===== src/rtl/icache_refill_ctrl_if.sv =====
// Interface bundling the fetch-side miss handshake, the instruction-memory burst
// read channel and the cache SRAM block-write port of icache_refill_ctrl.
//   miss_*   : fetch -> refill engine miss handshake (miss_ready back to fetch)
//   mem_*    : burst read request / grant / data beats to instruction memory
//   cache_*  : single-cycle block write into the cache SRAM
//   busy, refill_done : status back to fetch
// Modports: slave = refill engine, master = fetch/memory/SRAM environment.
interface icache_refill_ctrl_if #(
    parameter int unsigned BLOCK_WORDS     = 4,
    parameter int unsigned WORD_BITS       = 32,
    parameter int unsigned BLOCK_ADDR_BITS = 10
);
    localparam int unsigned MemAddrBits = BLOCK_ADDR_BITS + $clog2(BLOCK_WORDS);

    logic                             miss_valid;
    logic [BLOCK_ADDR_BITS-1:0]       miss_block_addr;
    logic                             miss_ready;
    logic                             mem_req;
    logic [MemAddrBits-1:0]           mem_addr;
    logic                             mem_gnt;
    logic                             mem_rvalid;
    logic [WORD_BITS-1:0]             mem_rdata;
    logic                             cache_wen;
    logic [BLOCK_ADDR_BITS-1:0]       cache_block_addr;
    logic [BLOCK_WORDS*WORD_BITS-1:0] cache_data;
    logic                             busy;
    logic                             refill_done;

    modport slave (
        input  miss_valid, miss_block_addr, mem_gnt, mem_rvalid, mem_rdata,
        output miss_ready, mem_req, mem_addr, cache_wen, cache_block_addr, cache_data,
               busy, refill_done
    );

    modport master (
        output miss_valid, miss_block_addr, mem_gnt, mem_rvalid, mem_rdata,
        input  miss_ready, mem_req, mem_addr, cache_wen, cache_block_addr, cache_data,
               busy, refill_done
    );
endinterface


===== src/rtl/icache_refill_ctrl.sv =====
// Instruction-cache miss refill engine. Accepts one block miss from fetch, issues a
// single burst read to instruction memory, assembles the returned beats into a full
// block and writes it into the cache SRAM in one cycle, then pulses refill_done.
// Ports:
//   clk    : system clock, rising edge
//   rst    : asynchronous active-high reset
//   bus_io : icache_refill_ctrl_if.slave (miss handshake, memory burst, SRAM write,
//            busy / refill_done status)
module icache_refill_ctrl #(
    parameter int unsigned BLOCK_WORDS     = 4,
    parameter int unsigned WORD_BITS       = 32,
    parameter int unsigned BLOCK_ADDR_BITS = 10
) (
    input logic                 clk,
    input logic                 rst,
    icache_refill_ctrl_if.slave bus_io
);
    localparam int unsigned CntW = $clog2(BLOCK_WORDS);
    localparam logic [CntW-1:0] LastCnt = CntW'(BLOCK_WORDS - 1);

    typedef enum logic [2:0] {
        StIdle,
        StReq,
        StRecv,
        StFill,
        StDone
    } state_e;

    state_e                           state_q, state_d;
    logic [CntW-1:0]                  cnt_q, cnt_d;
    logic [BLOCK_ADDR_BITS-1:0]       addr_q, addr_d;
    logic [BLOCK_WORDS*WORD_BITS-1:0] data_q, data_d;

    // State and datapath registers.
    always_ff @(posedge clk or posedge rst) begin
        if (rst) begin
            state_q <= StIdle;
            cnt_q   <= '0;
            addr_q  <= '0;
            data_q  <= '0;
        end else begin
            state_q <= state_d;
            cnt_q   <= cnt_d;
            addr_q  <= addr_d;
            data_q  <= data_d;
        end
    end

    // Next-state and datapath next values.
    always_comb begin
        state_d = state_q;
        cnt_d   = cnt_q;
        addr_d  = addr_q;
        data_d  = data_q;
        unique case (state_q)
            StIdle: begin
                if (bus_io.miss_valid) begin
                    addr_d  = bus_io.miss_block_addr;
                    cnt_d   = '0;
                    state_d = StReq;
                end
            end
            StReq: begin
                if (bus_io.mem_gnt) begin
                    state_d = StRecv;
                end
            end
            StRecv: begin
                if (bus_io.mem_rvalid) begin
                    for (int k = 0; k < int'(BLOCK_WORDS); k++) begin
                        if (cnt_q == CntW'(k)) begin
                            data_d[k*WORD_BITS +: WORD_BITS] = bus_io.mem_rdata;
                        end
                    end
                    // Counter parks on the last slot instead of wrapping.
                    if (cnt_q == LastCnt) begin
                        state_d = StFill;
                    end else begin
                        cnt_d = cnt_q + 1'b1;
                    end
                end
            end
            StFill: state_d = StDone;
            StDone: state_d = StIdle;
            default: state_d = StIdle;
        endcase
    end

    // Outputs are decoded from registered state only, so no input reaches
    // mem_req or cache_wen combinationally.
    always_comb begin
        bus_io.miss_ready       = (state_q == StIdle);
        bus_io.busy             = (state_q != StIdle);
        bus_io.mem_req          = (state_q == StReq);
        bus_io.cache_wen        = (state_q == StFill);
        bus_io.refill_done      = (state_q == StDone);
        bus_io.mem_addr         = {addr_q, {CntW{1'b0}}};
        bus_io.cache_block_addr = addr_q;
        bus_io.cache_data       = data_q;
    end
endmodule


===== src/flat_wrapper.sv =====
// flat-port wrapper written by rule: the top's interface ports become plain ports
module icache_refill_ctrl_flat 
#(
    parameter int unsigned BLOCK_WORDS     = 4,
    parameter int unsigned WORD_BITS       = 32,
    parameter int unsigned BLOCK_ADDR_BITS = 10
)
  (clk, rst, bus_io_miss_valid, bus_io_miss_block_addr, bus_io_mem_gnt, bus_io_mem_rvalid, bus_io_mem_rdata, bus_io_miss_ready, bus_io_mem_req, bus_io_mem_addr, bus_io_cache_wen, bus_io_cache_block_addr, bus_io_cache_data, bus_io_busy, bus_io_refill_done);
  icache_refill_ctrl_if #(.BLOCK_WORDS(BLOCK_WORDS), .WORD_BITS(WORD_BITS), .BLOCK_ADDR_BITS(BLOCK_ADDR_BITS)) bus_io_i ();
  input logic clk;
  input logic rst;
  input wire logic [$bits(bus_io_i.miss_valid)-1:0] bus_io_miss_valid;
  input wire logic [$bits(bus_io_i.miss_block_addr)-1:0] bus_io_miss_block_addr;
  input wire logic [$bits(bus_io_i.mem_gnt)-1:0] bus_io_mem_gnt;
  input wire logic [$bits(bus_io_i.mem_rvalid)-1:0] bus_io_mem_rvalid;
  input wire logic [$bits(bus_io_i.mem_rdata)-1:0] bus_io_mem_rdata;
  output wire logic [$bits(bus_io_i.miss_ready)-1:0] bus_io_miss_ready;
  output wire logic [$bits(bus_io_i.mem_req)-1:0] bus_io_mem_req;
  output wire logic [$bits(bus_io_i.mem_addr)-1:0] bus_io_mem_addr;
  output wire logic [$bits(bus_io_i.cache_wen)-1:0] bus_io_cache_wen;
  output wire logic [$bits(bus_io_i.cache_block_addr)-1:0] bus_io_cache_block_addr;
  output wire logic [$bits(bus_io_i.cache_data)-1:0] bus_io_cache_data;
  output wire logic [$bits(bus_io_i.busy)-1:0] bus_io_busy;
  output wire logic [$bits(bus_io_i.refill_done)-1:0] bus_io_refill_done;
  assign bus_io_i.miss_valid = bus_io_miss_valid;
  assign bus_io_i.miss_block_addr = bus_io_miss_block_addr;
  assign bus_io_i.mem_gnt = bus_io_mem_gnt;
  assign bus_io_i.mem_rvalid = bus_io_mem_rvalid;
  assign bus_io_i.mem_rdata = bus_io_mem_rdata;
  assign bus_io_miss_ready = bus_io_i.miss_ready;
  assign bus_io_mem_req = bus_io_i.mem_req;
  assign bus_io_mem_addr = bus_io_i.mem_addr;
  assign bus_io_cache_wen = bus_io_i.cache_wen;
  assign bus_io_cache_block_addr = bus_io_i.cache_block_addr;
  assign bus_io_cache_data = bus_io_i.cache_data;
  assign bus_io_busy = bus_io_i.busy;
  assign bus_io_refill_done = bus_io_i.refill_done;
  icache_refill_ctrl #(.BLOCK_WORDS(BLOCK_WORDS), .WORD_BITS(WORD_BITS), .BLOCK_ADDR_BITS(BLOCK_ADDR_BITS)) u_core (.clk(clk), .rst(rst), .bus_io(bus_io_i));
endmodule

===== config.mk =====
export PLATFORM = sky130hd
export DESIGN_NAME = icache_refill_ctrl_flat
export DESIGN_NICKNAME = d
export VERILOG_FILES = /design/src/rtl/icache_refill_ctrl_if.sv /design/src/rtl/icache_refill_ctrl.sv /design/src/flat_wrapper.sv
export SDC_FILE = /design/constraint.sdc
export NUM_CORES = 1
export LEC_CHECK = 0
export ABC_AREA = 1
export BUFFER_PORTS_ARGS = -buffer_cell sky130_fd_sc_hd__clkbuf_2
export CELL_PAD_IN_SITES_DETAIL_PLACEMENT = 0
export CELL_PAD_IN_SITES_GLOBAL_PLACEMENT = 1
export CORE_ASPECT_RATIO = 0.6
export CORE_MARGIN = 2
export CORE_UTILIZATION = 34
export CTS_CLUSTER_DIAMETER = 40
export CTS_CLUSTER_SIZE = 14
export DETAILED_ROUTE_END_ITERATION = 10
export GPL_ROUTABILITY_DRIVEN = 0
export GPL_TIMING_DRIVEN = 0
export HOLD_SLACK_MARGIN = 0.12
export PLACE_DENSITY = 0.74
export SETUP_SLACK_MARGIN = 0.02
export SYNTH_ARGS = -nofsm -noshare
export SYNTH_HDL_FRONTEND = slang
export SYNTH_SLANG_ARGS = --single-unit

===== constraint.sdc =====
create_clock -name clk -period 4.44 [get_ports clk]
set_clock_uncertainty 0.2 [all_clocks]
set_input_delay 0.666 -clock clk [delete_from_list [all_inputs] [get_ports clk]]
set_output_delay 0.666 -clock clk [all_outputs]
set_load 0.01 [all_outputs]

# Word level (Yosys, flattened, before mapping)

Cells that the tools add are included.

Output and inout bits: 155
Register bits after elaboration: 143
Word-level logic and storage cells: 40
Bits of input ports: 47

Eq/ne operators: 12
Mux-type cells: 9
Reduce and logical (&&, ||, !) cells: 11
Add/sub/neg operators: 1

Operator list:

| kind                | number |
|---|---|
| $mux 3              | 4 |
| $pmux 3 s4          | 1 |
| $reduce_and 3->1    | 4 |
| $ne 2x2->1 const B  | 4 |
| $reduce_and 4->1    | 2 |
| $eq 3x2->1 const B  | 2 |
| $mux 2              | 3 |
| $eq 2x2->1 const B  | 2 |
| $pmux 2 s2          | 1 |
| $eq 3x1->1 const B  | 1 |
| $eq 3x3->1 const B  | 1 |
| $logic_not 3->1     | 1 |
| $reduce_bool 3->1   | 1 |
| $add 2x1->2 const B | 1 |
| $eq 2x1->1 const B  | 1 |
| $logic_not 2->1     | 1 |
| $ne 2x1->1 const B  | 1 |
| $reduce_and 2->1    | 1 |
| $reduce_bool 2->1   | 1 |

# Depth between registers and ports, before layout

Word-level depth: 4
Depth in mapped cells: 7
Mapped depth without buffers: 7

# Worst setup path after synthesis

No wires, ideal clock.

Kind: register -> output
From: reg u_core.state_q[2]
To: out bus_io_busy
Path buffers: 1
Stages on the path, launching flop included: 6
Data required time: 3.574 ns
Path slack: 2.456 ns
Arrival: 1.118 ns
Path through: dfrtp_1 > nor2_4 > inv_2 > nor2_1 > buf_2 > inv_1

Cells in the longest elaborated chain, start to end: 1

RTL lines:

| item                   | RTL line                 | text |
|---|---|---|
| from (decl)            | icache_refill_ctrl.sv:29 | `state_e state_q, state_d;` |
| from (signal assigned) | icache_refill_ctrl.sv:37 | `state_q <= StIdle;` |
| from (signal assigned) | icache_refill_ctrl.sv:42 | `state_q <= state_d;` |
| $reduce_bool 3->1      | icache_refill_ctrl.sv:93 | `bus_io.busy = (state_q != StIdle);` |
| to (decl)              | flat_wrapper.sv:23       | `output wire logic [$bits(bus_io_i.busy)-1:0] bus_io_busy;` |

Every way passes these cells.

# Worst setup path after layout

Same ends and word-level chain as after synthesis.

==> impl_metrics.tcl <==
set metrics [dict create \
    critical_path_class "flip-flop to primary output" \
    fmax_mhz 371 \
    min_period_ns 2.70 \
    fin_crit_sh_pct 60.8 \
    slew_violations 0 \
    drtAntennaViolNets 0 \
    p_int_mw 3.26 \
    cts_made_buffers 17 \
    power-per-cell-area_nw_per_um2 647 \
    portBuffers 198 \
    synth_area_per_cell_um2 10.3 \
    dieWidth_um 172 \
    dp_hpwl_um 12400 \
    relSlewSlack_pct 63.6 \
    preCtsSetupSlack_ns 2.20 \
    ys_seq_area_share_pct 62.1 \
    synth.distinct_cells 19 \
    clk_latency_ns 0.42 \
    n_antenna_cell 0 \
    core_um2 16400 \
    nNetsFinal 831 \
    initial_core_util_pct 35.1 \
    via_per_inst 4.62 \
    first_pass_iters 5 \
    clock-root-buffer "clkbuf_16" \
    hp-start "bus_io_miss_block_addr[0]" \
    route.detailed.drc 0 \
    min_to "u_core.bus_io.cache_block_addr[0]" \
    syn_area_um2 5760 \
    synth_top_area_share_pct 62.1 \
    clk_path_buf_depth 2 \
    pwr-share-seq_pct 39.4 \
    fin_util_pct 47.0 \
    fin_ws_ns 1.74 \
    rsz0062_at_grt "false" \
    detail_route.iter0.violations 278 \
    num_io_pins 202 \
    final_layout_size_suffix_gt1_share_pct 38.8 \
    timing_worst_slew_pin_value_ns 0.545 \
    worstReg2RegEnd "u_core.bus_io.cache_data[90]" \
    grt_pass1_wl_um 26000 \
    start_kind "flip-flop" \
    cts_tree "yes" \
    r2r_cells 7 \
    grt_max_degree 46 \
    rows 36 \
    ys_warn_count 0 \
    critPathRequiredTime_ns 3.57 \
    rr_startpoint "u_core.state_q[2]" \
    p_leak_nw 4.17 \
    num_vias 4710 \
    grt_use_total_pct 19.2 \
    setup_tns_ns 0 \
    wl_per_cell_um 16.3 \
    synth-seq-cells 143 \
    fp.dieH_um 105 \
    regToRegSetupSlack_ns 2.64 \
    gr-total-overflow 0 \
    setup_violations 0 \
    hp-class "input port to flip-flop" \
    area_delta_synth_final_pct 33.7 \
    p_sw_share_pct 34.7 \
    clock-sinks 143 \
    drv_cap 0 \
    hold_path_depth 3 \
    clkPwrFrac_pct 29.0 \
    arrival_ns 1.83 \
    clk_pin_slew_worst_paths_ns 0.06 \
    switchingPower_mw 1.73 \
    worstPathMaxFanout 10 \
    antenna_found_initial 0 \
    ir_drop_v 0.000255 \
    synthCells 558 \
    grt_pass1_vias 4706 \
    combPwrFrac_pct 31.5 \
    yosys.area.top_type "dfrtp_1" \
    synthTopCellsByArea "dfrtp_1 62%, nand2_1 11%, o21ai_1 8.4%" \
    hold_violations 0 \
    die_area_um2 18000 \
    routed_wl_um 16600 \
    cp-end-kind "primary output" \
    cts_max_level 4 \
    status "complete, no violations" \
]
-- cell usage in the layout (no fill, tap or decap), drive strengths merged --
| cell | netlist | final |
|---|---|---|
| buf | 38 | 41 |
| bufinv | 0 | 3 |
| clkbuf | 1 | 220 |
| clkinv | 0 | 4 |
| clkinvlp | 0 | 3 |
| conb | 1 | 2 |
| dfrtp | 143 | 143 |
| dlygate4sd3 | 0 | 1 |
| ha | 4 | 4 |
| inv | 47 | 47 |
| nand2 | 164 | 164 |
| nand3 | 19 | 19 |
| nor2 | 9 | 9 |
| nor3 | 2 | 2 |
| o21ai | 130 | 130 |
-- worst max-delay path: stages (launching register included) --
cell	delay (ns)
dfrtp_1	0.44
nor2_4	0.17
inv_2	0.09
nor2_1	0.25
buf_2	0.28
inv_1	0.06
clkbuf_2	0.12
-- cells by family (layout without fill, tap and decap cells) --
group / count (synthesis) / count (layout) / share of synthesized area (%)
AO/OA/AOI/OAI: 130 / 130 / 13.3
adder cells (fa/ha/maj): 4 / 4 / 0.868
buffers and inverters: 86 / 319 / 9.29
flip-flops: 143 / 143 / 62.1
other: 1 / 2 / 0.0651
AND/OR/NAND/NOR: 194 / 194 / 14.4
-- layer usage --
layer,up-vias,wire (um),GRT usage (%)
met5,-,0,0
met4,0,164,5.82
met3,17,1490,6.29
met2,180,7150,28.1
met1,2286,7850,27.0
li1,2227,-,-
-- how the worst max path moves through the flow --
stage	end	cells after the start	startpoint	slack, ns
floorplan	u_core.bus_io.cache_block_addr[0]	1	rst	1.78
global placement	u_core.bus_io.cache_data[116]	2	rst	0.96
detailed placement	bus_io_busy	6	u_core.state_q[2]	2.20
finish	bus_io_busy	6	u_core.state_q[2]	1.74
CTS	bus_io_busy	6	u_core.state_q[2]	1.74
global route	bus_io_busy	6	u_core.state_q[2]	1.64
-- cells in the mapped netlist (all sizes together) --
| library cell | n |
|---|---|
| dfrtp | 143 |
| nand2 | 164 |
| nor3 | 2 |
| clkbuf | 1 |
| o21ai | 130 |
| inv | 47 |
| nand3 | 19 |
| nor2 | 9 |
| conb | 1 |
| ha | 4 |
| buf | 38 |
-- timing repair --
item,CTS,global route
hold buffers,1,0
gates resized for setup,0,0
buffers inserted,0,0
hold endpoints to repair,21,0
-- state kept, by name (all words and copies together), names as in the netlist --
signal	count
u_core.bus_io.cache_block_addr	10
u_core.cnt_q	2
u_core.bus_io.cache_data	128
u_core.state_q	3
-- metrics by stage --
stage / instance area (um^2) / std cells / power, mW / hold slack, ns
floorplan: 5770 / 559 / 2.87 / 0.291
global placement: 7050 / 985 / 3.52 / 0.265
detailed placement: 7110 / 988 / 3.57 / 0.270
CTS: 7700 / 1020 / 5.03 / 0.263
global route: 7700 / 1020 / 5.29 / 0.273
finish: 7700 / 1020 / 4.98 / 0.274
-- layout make-up --
cell class | instances | area (um^2)
Clock buffer | 21 | 450
Multi-Input combinational cell | 330 | 1650
Tap cell | 228 | 285
Clock inverter | 10 | 138
Timing Repair Buffer | 202 | 1060
Fill cell | 1591 | 8690
Sequential cell | 143 | 3580
Buffer | 39 | 359
Inverter | 47 | 180
-- power groups by stage --
stage | Sequential (mW) | Combinational, mW | Clock [mW]
after CTS | 1.96 | 1.60 | 1.47
after detailed placement | 1.98 | 1.59 | 0
after floorplan | 2.12 | 0.742 | 0
final | 1.97 | 1.57 | 1.45
after global routing | 2.01 | 1.76 | 1.52
after global placement | 1.97 | 1.55 | 0
No activity file was read; power rests on OpenSTA's default activity.
